==> src/rtl/mem_port_arbiter.sv <==
`default_nettype none
// ============================================================================
// Module   : mem_port_arbiter
// Function : Shares one memory port between fetch (I) and LSU (D) requesters.
//            Optional same-cycle request bypass: define MEM_ARB_BYPASS_EN.
// Revision : 1.0
// ============================================================================
module mem_port_arbiter #(
  parameter int XLEN         = 32,
  parameter int MAX_DATA_RUN = 4
) (
  input  logic              clk,
  input  logic              rst,
  input  logic              imem_valid,
  input  logic [XLEN-1:0]   imem_addr,
  input  logic              imem_flush,
  output logic [XLEN-1:0]   imem_rdata,
  output logic              imem_ready,
  input  logic              dmem_valid,
  input  logic              dmem_instr,
  input  logic [XLEN-1:0]   dmem_addr,
  input  logic [XLEN-1:0]   dmem_wdata,
  input  logic [XLEN/8-1:0] dmem_wstrb,
  output logic [XLEN-1:0]   dmem_rdata,
  output logic              dmem_ready,
  output logic              mem_valid,
  output logic              mem_instr,
  output logic [XLEN-1:0]   mem_addr,
  output logic [XLEN-1:0]   mem_wdata,
  output logic [XLEN/8-1:0] mem_wstrb,
  input  logic [XLEN-1:0]   mem_rdata,
  input  logic              mem_ready,
  output logic              err_overrun
);

  localparam int         c_SW      = XLEN / 8;
  localparam logic [3:0] c_RUN_MAX = 4'(MAX_DATA_RUN);
  localparam logic [1:0] c_IDLE    = 2'd0;
  localparam logic [1:0] c_BUSY_I  = 2'd1;
  localparam logic [1:0] c_BUSY_D  = 2'd2;

  logic [1:0]      r_state, w_state_nxt;
  logic            r_pend_i, r_pend_d, r_swallow, r_err_overrun;
  logic [3:0]      r_run_cnt;
  logic [XLEN-1:0] r_i_addr, r_d_addr, r_d_wdata;
  logic [c_SW-1:0] r_d_wstrb;
  logic            r_d_instr;
  logic [XLEN-1:0] r_mem_addr, r_mem_wdata;
  logic [c_SW-1:0] r_mem_wstrb;
  logic            r_mem_instr;
  logic [XLEN-1:0] r_imem_rdata, r_dmem_rdata;

  logic w_idle, w_busy_i, w_busy_d;
  logic w_i_outstanding, w_d_outstanding;
  logic w_i_cap, w_d_cap, w_overrun;
  logic w_gnt_i, w_gnt_d, w_byp_i, w_byp_d, w_sel_i, w_sel_d;

  assign w_idle   = (r_state == c_IDLE);
  assign w_busy_i = (r_state == c_BUSY_I);
  assign w_busy_d = (r_state == c_BUSY_D);

  // A flush retires older I traffic, and a completing response frees its
  // port, so a new valid in either of those cycles is accepted.
  assign w_i_outstanding = ~imem_flush & (r_pend_i | (w_busy_i & ~r_swallow & ~mem_ready));
  assign w_d_outstanding = r_pend_d | (w_busy_d & ~mem_ready);
  assign w_overrun       = (imem_valid & w_i_outstanding) | (dmem_valid & w_d_outstanding);

  assign w_gnt_d = w_idle & r_pend_d & (~r_pend_i | (r_run_cnt != c_RUN_MAX));
  assign w_gnt_i = w_idle & r_pend_i & ~w_gnt_d;

`ifdef MEM_ARB_BYPASS_EN
  logic w_byp_ok;
  assign w_byp_ok = w_idle & ~r_pend_i & ~r_pend_d;
  assign w_byp_d  = w_byp_ok & dmem_valid;
  assign w_byp_i  = w_byp_ok & imem_valid & ~dmem_valid;
`else
  assign w_byp_d  = 1'b0;
  assign w_byp_i  = 1'b0;
`endif

  assign w_sel_d = w_gnt_d | w_byp_d;
  assign w_sel_i = w_gnt_i | w_byp_i;
  assign w_i_cap = imem_valid & ~w_i_outstanding & ~w_byp_i;
  assign w_d_cap = dmem_valid & ~w_d_outstanding & ~w_byp_d;

  // State register
  always_ff @(posedge clk or posedge rst) begin
    if (rst) r_state <= c_IDLE;
    else     r_state <= w_state_nxt;
  end

  // Next-state logic
  always_comb begin
    w_state_nxt = r_state;
    case (r_state)
      c_IDLE: begin
        if (w_sel_d)      w_state_nxt = c_BUSY_D;
        else if (w_sel_i) w_state_nxt = c_BUSY_I;
      end
      c_BUSY_I, c_BUSY_D: begin
        if (mem_ready) w_state_nxt = c_IDLE;
      end
      default: w_state_nxt = c_IDLE;
    endcase
  end

  // Output logic: the grant cycle drives the chosen payload directly, later
  // cycles replay the copy latched at grant.
  always_comb begin
    mem_valid = w_sel_i | w_sel_d;
    mem_instr = r_mem_instr;
    mem_addr  = r_mem_addr;
    mem_wdata = r_mem_wdata;
    mem_wstrb = r_mem_wstrb;
    if (w_gnt_d) begin
      mem_instr = r_d_instr;
      mem_addr  = r_d_addr;
      mem_wdata = r_d_wdata;
      mem_wstrb = r_d_wstrb;
    end else if (w_byp_d) begin
      mem_instr = dmem_instr;
      mem_addr  = dmem_addr;
      mem_wdata = dmem_wdata;
      mem_wstrb = dmem_wstrb;
    end else if (w_sel_i) begin
      mem_instr = 1'b1;
      mem_addr  = w_byp_i ? imem_addr : r_i_addr;
      mem_wdata = '0;
      mem_wstrb = '0;
    end
    imem_ready = mem_ready & w_busy_i & ~r_swallow & ~imem_flush;
    dmem_ready = mem_ready & w_busy_d;
    imem_rdata = imem_ready ? mem_rdata : r_imem_rdata;
    dmem_rdata = dmem_ready ? mem_rdata : r_dmem_rdata;
  end

  // Pending buffers, arbitration history and held transaction payload
  always_ff @(posedge clk or posedge rst) begin
    if (rst) begin
      r_pend_i      <= 1'b0;
      r_pend_d      <= 1'b0;
      r_swallow     <= 1'b0;
      r_err_overrun <= 1'b0;
      r_run_cnt     <= '0;
      r_i_addr      <= '0;
      r_d_addr      <= '0;
      r_d_wdata     <= '0;
      r_d_wstrb     <= '0;
      r_d_instr     <= 1'b0;
      r_mem_addr    <= '0;
      r_mem_wdata   <= '0;
      r_mem_wstrb   <= '0;
      r_mem_instr   <= 1'b0;
      r_imem_rdata  <= '0;
      r_dmem_rdata  <= '0;
    end else begin
      if (w_i_cap) begin
        r_pend_i <= 1'b1;
        r_i_addr <= imem_addr;
      end else if (imem_flush || w_gnt_i) begin
        r_pend_i <= 1'b0;
      end

      if (w_d_cap) begin
        r_pend_d  <= 1'b1;
        r_d_addr  <= dmem_addr;
        r_d_wdata <= dmem_wdata;
        r_d_wstrb <= dmem_wstrb;
        r_d_instr <= dmem_instr;
      end else if (w_gnt_d) begin
        r_pend_d <= 1'b0;
      end

      // A flush landing on the grant cycle still swallows that transaction.
      if (w_busy_i && mem_ready)                  r_swallow <= 1'b0;
      else if (imem_flush && (w_busy_i || w_gnt_i)) r_swallow <= 1'b1;

      if (w_overrun) r_err_overrun <= 1'b1;

      if (w_gnt_i || !r_pend_i)                  r_run_cnt <= '0;
      else if (w_gnt_d && r_run_cnt != c_RUN_MAX) r_run_cnt <= r_run_cnt + 4'd1;

      if (mem_valid) begin
        r_mem_addr  <= mem_addr;
        r_mem_wdata <= mem_wdata;
        r_mem_wstrb <= mem_wstrb;
        r_mem_instr <= mem_instr;
      end

      if (imem_ready) r_imem_rdata <= mem_rdata;
      if (dmem_ready) r_dmem_rdata <= mem_rdata;
    end
  end

  assign err_overrun = r_err_overrun;

endmodule
`default_nettype wire
==> config.mk <==
export PLATFORM = sky130hd
export DESIGN_NAME = mem_port_arbiter
export DESIGN_NICKNAME = d
export VERILOG_FILES = /design/src/rtl/mem_port_arbiter.sv
export SDC_FILE = /design/constraint.sdc
export NUM_CORES = 1
export LEC_CHECK = 0
export BUFFER_PORTS_ARGS = -buffer_cell sky130_fd_sc_hd__buf_2
export CORE_UTILIZATION = 42
export CTS_CLUSTER_SIZE = 14
export DETAILED_ROUTE_END_ITERATION = 10
export GPL_ROUTABILITY_DRIVEN = 0
export PLACE_DENSITY = 0.66
export SLEW_MARGIN = 20
export SYNTH_ARGS = -nofsm -noshare
export SYNTH_HDL_FRONTEND = slang
export SYNTH_SLANG_ARGS = --single-unit
==> constraint.sdc <==
create_clock -name clk -period 18.6 [get_ports clk]
set_clock_uncertainty 0.05 [all_clocks]
set_input_delay 0.93 -clock clk [delete_from_list [all_inputs] [get_ports clk]]
set_output_delay 0.93 -clock clk [all_outputs]
set_load 0.1 [all_outputs]
==> results.tsv, run 1 <==
metric	value	unit
status	finished clean	
crit path time final	4.664	ns
Synth Area in Compound Gates	13.84	%
EDFF count, synth	0	
Fin Setup TNS	0	ns
Die W	157.7	um
Core Area	23610	um^2
DR WL/cell	18.16	um
Clock Root Buffer	clkbuf_16	
CP Cell Sequence	inv_1 > ha_1 > and3_4 > buf_4 > a22o_1 > buf_2	
Non-Filler Instances	1292	
Via density	5.363	
CTS H-tree depth	1	
Die Y	157.7	um
post-synthesis xor/xnor area fraction	0	%
post-layout util	53.54	%
post-CTS sizing	0	
post-synthesis mux area share	18.26	%
hold_sp	r_imem_rdata[30]$_DFF_PP0_	
Synth Area in Simple Gates	3.910	%
final layout net count	1096	
# DRC	0	
r2r worst-path depth	6	
commonest non-fill, non-tap cell in the layout	buf_2	
CP required	17.62	ns
clock sinks	244	
crit path DAT	3.68	ns
period utilization	25.07	%
Setup CP Type	reg -> out	
GRT Util Overall	18.94	%
Clk pin slew, worst setup/hold paths	0.06	ns
crit end category	output port	
CP Launch Point	r_state[0]$_DFFE_PP0P_	
end of the worst register-to-register path	r_d_wdata[16]$_DFFE_PP0P_	
YS warnings	0	
first-pass GRT wire length	36970	um
vias in the first global route	6963	
final hold slack	0.4257	ns
I/O pins	276	
layout cell share with drive strength beyond 1	45.37	%
CTS tree	yes	
top cell type's share of synthesized area	60.00	%
syn_nets	836	
DR iter-0 viols	331	
HP Class	reg -> reg	
die area	24860	um^2
largest net degree at the start of global routing	113	
num rows	56	
DR pass1 iterations	5	
# port buffers	275	
Layout area overhead	24.23	%
Netlist cell types	40	
FF+latch count, synth	244	
sequential area share after synthesis	60.00	%
Detailed Place HPWL	15300	um
Synth Flop Type	dfrtp_1	
ys async rst share	100.0	%
R2R Setup Slk	15.73	ns
Netlist Area Pre-Place	10180	um^2
starting density of the core	43.10	%
Startpoint Class	register	
CP peak stage delay	0.79	ns
RSZ-0062 raised after global routing	false	
worst relative slew slack	36.46	%
total routed wirelength	23460	um
cts hold-fix bufs	0	
setup violators final	0	
Slowest-stage cell, CP	buf_4	
f_max	0.2144	GHz
Worst Path Max Fanout	85	
Hold EP	r_imem_rdata[30]$_DFF_PP0_	
via count	6929	
Clk Latency, worst-skew pair	0.51	ns
number of routed nets with antenna violations	0	
Area contributors post-synth	dfrtp_1 60%, mux2_2 12%, mux2_1 6.8%	
commonest cells after routing, fill and taps aside	275 x buf_2, 244 x dfrtp_1, 104 x mux2_2	
Worst R2R Start	r_state[0]$_DFFE_PP0P_	
cell taking the most area after synthesis	dfrtp_1	
Max clock buf depth	3	
Syn Area/Cell	14.71	um^2
hold path cells	1	
largest family of logic cells by synthesized area	multiplexers	
Slew Limit Fails	0	
initial antenna violation count	2	
max_cap viols	0	
Adder-Cell Fraction of Synth Area	0.6148	%
Worst-Margin Slew	0.9532	ns
Post-Syn Instances	692	
count of final hold-check violations	0	
dpl cells	1242	
GR Overflow Total	0	
setup bufs post-CTS	0	
TritonCTS Buffers	27	
-- cell families after synthesis --
| kind of cell | count (synthesis) |
|---|---|
| multiplexers | 165 |
| AND/OR/NAND/NOR | 62 |
| adder cells (fa/ha/maj) | 5 |
| AO/OA/AOI/OAI | 154 |
| flip-flops | 244 |
| buffers and inverters | 62 |
-- through the flow --
step	area [um^2]	setup WS, ns
2_1_floorplan	10180	10.92
3_3_place_gp	11740	14.58
3_5_place_dp	11740	14.48
4_1_cts	12640	13.91
5_1_grt	12640	13.66
6_report	12640	13.94
-- cell usage after synthesis (all sizes together), types with 2 or more instances --
cell,instances
dfrtp,244
mux2,165
a22o,73
a221o,64
buf,47
and2,32
inv,10
nand2,8
clkbuf,5
ha,5
nand3,4
o21ai,4
nand4b,3
nor2b,3
a21o,2
a21oi,2
and3,2
nand4,2
nor2,2
o22a,2
-- cell type report --
| type | instances | area [um^2] |
|---|---|---|
| clock inverters | 13 | 140.1 |
| diodes | 1 | 2.502 |
| clock buffers | 36 | 759.5 |
| fillers | 2043 | 10970 |
| flip-flops and latches | 244 | 6106 |
| inverters | 10 | 45.04 |
| multi-input cells | 386 | 3754 |
| repair buffers | 283 | 1436 |
| well taps | 319 | 399.1 |
-- state kept, by name (all words and copies together) (netlist names) --
register / flops
r_d_addr: 32
r_d_wstrb: 4
r_pend_i: 1
r_d_wdata: 32
err_overrun: 1
r_mem_instr: 1
r_pend_d: 1
r_run_cnt: 4
r_imem_rdata: 32
r_mem_wdata: 32
r_state: 2
r_dmem_rdata: 32
r_mem_addr: 32
r_i_addr: 32
r_d_instr: 1
r_swallow: 1
r_mem_wstrb: 4
-- per-layer routing --
layer / wire, um / track usage (%) / vias to the layer above / part of all wire [%]
li1: - / - / 3160 / -
met1: 10250 / 25.81 / 3472 / 44
met2: 10660 / 28.91 / 255 / 45
met3: 1995 / 5.639 / 40 / 8.5
met4: 548 / 6.056 / 2 / 2.3
met5: 13 / 0 / - / 0.055
-- critical path: cells and delay by family, from the launching register on --
family,cells,cell delay [ns]
buffers and inverters,3,1.30
AOI/OAI and AO/OA,1,0.28
and+or+nand+nor,1,0.69
DFF,1,0.39
adders and majority gates,1,0.45
-- how the worst max path moves through the flow --
stage	to	slack, ns
finish	mem_wdata[14]	13.94
global route	mem_wdata[10]	13.66
CTS	mem_wdata[14]	13.91
detailed placement	mem_wdata[14]	14.48
global placement	mem_addr[21]	14.58
floorplan	err_overrun$_DFFE_PP0P_	10.92
Power of run 1 is left out: the tool's default activity adds up to more than one toggle a clock period on the data nets, which glitch-free logic cannot reach.
==> inputs of run 2 (changes only) <==
==> constraint.sdc (replaced) <==
create_clock -name clk -period 4.4 [get_ports clk]
set_clock_uncertainty 0.05 [all_clocks]
set_input_delay 0.22 -clock clk [delete_from_list [all_inputs] [get_ports clk]]
set_output_delay 0.22 -clock clk [all_outputs]
set_load 0.1 [all_outputs]
==> run 2 against run 1 <==
Against the previous run: final area up 11%; final cell count up 10%; worst setup slack worse by 13 ns; clock-buffer cell count up 2; flip-flop and latch count unchanged; die area unchanged; worst hold slack worse by 0.38 ns; global-route usage up 0.58 points; utilization up 6.1 points; critical path depth up 1; sequential share of layout area down 4.9 points; routed wire length up 5.8%.
==> results.tsv, run 2 (synthesized netlist as in run 1, its figures left out) <==
metric	value	unit
status	finished clean	
num rows	56	
Layout area overhead	38.29	%
Worst Path Buf+Inv	4	
CP Launch Point	r_state[0]$_DFFE_PP0P_	
Clk pin slew, worst setup/hold paths	0.06	ns
I/O pins	276	
period utilization	79.64	%
Slew Limit Fails	0	
max_cap viols	0	
R2R Setup Slk	1.85	ns
DR pass1 iterations	4	
Hold EP	r_swallow$_DFFE_PP0P_	
hold_sp	mem_ready	
Setup CP Type	reg -> out	
HP Class	in -> reg	
final-layout fill cell count	1877	
final layout net count	1232	
CP delay by family, top	buffers and inverters	
Max clock buf depth	3	
r2r worst-path depth	6	
crit path DAT	3.23	ns
Detailed Place HPWL	14740	um
CTS tree	yes	
Startpoint Class	register	
die area	24860	um^2
first-pass GRT wire length	38610	um
vias in the first global route	7522	
Die W	157.7	um
Worst R2R Start	r_state[0]$_DFFE_PP0P_	
hold path cells	3	
Via density	5.200	
GR Overflow Total	0	
total routed wirelength	24820	um
starting density of the core	43.10	%
CP required	4.13	ns
initial antenna violation count	0	
WP depth	7	
Critical Path Most Common Cell	inv_1	
f_max	0.2854	GHz
Clk Latency, worst-skew pair	0.52	ns
multi-input logic area	3754	um^2
commonest cells after routing, fill and taps aside	275 x buf_2, 244 x dfrtp_1, 136 x dlygate4sd3_1	
CTS H-tree depth	1	
number of routed nets with antenna violations	0	
DR WL/cell	17.40	um
Worst Path Max Fanout	65	
worst relative slew slack	42.19	%
# port buffers	275	
Clock Root Buffer	clkbuf_16	
TritonCTS Buffers	26	
CP peak stage delay	0.59	ns
RSZ-0062 raised after global routing	false	
layout cell share with drive strength beyond 1	39.80	%
Core Area	23610	um^2
ANT cells	0	
clock sinks	244	
count of final hold-check violations	0	
end of the worst register-to-register path	r_d_wdata[27]$_DFFE_PP0P_	
final hold slack	0.04352	ns
DR iter-0 viols	346	
largest net degree at the start of global routing	157	
setup violators final	0	
commonest non-fill, non-tap cell in the layout	buf_2	
crit end category	output port	
via count	7421	
Worst-Margin Slew	0.8671	ns
GRT Util Overall	19.52	%
CP Cell Sequence	inv_1 > ha_1 > inv_1 > a211oi_4 > buf_4 > a221o_1 > buf_2	
setup bufs post-CTS	0	
Fin Setup TNS	0	ns
# DRC	0	
Die Y	157.7	um
Slowest-stage cell, CP	buf_4	
crit path time final	3.504	ns
area occupied by registers	6106	um^2
==> run 2: cell count changes in the layout (fill, tap and decap cells not counted), sizes merged <==
cell / previous run / this run
clkinv: 10 / 5
diode: 1 / 0
clkinvlp: 0 / 3
buf: 283 / 284
clkbuf: 36 / 38
dlygate4sd3: 0 / 136
inv: 10 / 9
==> run 2: metrics by stage <==
stage | instances | setup slack, ns | utilization [%] | cell area [um^2]
6_report | 1427 | 0.8957 | 59.60 | 14070
5_1_grt | 1427 | 0.7369 | 59.60 | 14070
4_1_cts | 1427 | 0.9048 | 59.60 | 14070
3_5_place_dp | 1243 | 1.485 | 49.95 | 11790
3_3_place_gp | 1243 | 1.534 | 49.95 | 11790
2_1_floorplan | 692 | 0.9262 | - | 10180
==> run 2: worst max-delay path by stage <==
stage                     slack [ns]                       to
final                           0.90             mem_addr[16]
after global routing            0.74             mem_addr[21]
after CTS                       0.90            mem_wdata[18]
after detailed placement        1.49             mem_addr[16]
after global placement          1.53              mem_addr[7]
after floorplan                 0.93  err_overrun$_DFFE_PP0P_
==> run 2: repair_timing <==
action                                  CTS  global route
hold endpoints to repair                193             0
endpoints found under the setup margin    0             0
gates resized for setup                   0             0
hold buffers                            136             0
==> run 2: area by class of cell <==
type                            instances  area share (%)
Clock buffer                           38           5.593
Clock inverter                         10          0.9247
Inverter                               10          0.2934
Multi-Input combinational cell        386           26.67
Sequential cell                       244           43.39
Tap cell                              319           2.836
Timing Repair Buffer                  420           20.29
==> run 2: metal layers <==
| layer | vias up | share of wire [%] | global-route usage, % | wire length [um] |
|---|---|---|---|---|
| met4 | 0 | 2.3 | 6.796 | 582 |
| li1 | 3416 | - | - | - |
| met3 | 47 | 6.4 | 3.832 | 1589 |
| met5 | - | 0 | 0 | 0 |
| met2 | 278 | 46 | 31.34 | 11510 |
| met1 | 3680 | 45 | 26.34 | 11150 |
==> run 2: tightest hold or removal path, delay by kind of cell <==
kind / cells / cell delay [ns]
simple gates: 1 / 0.09
compound gates: 1 / 0.13
buf+inv: 1 / 0.14
Power of run 2 is left out for the same reason.
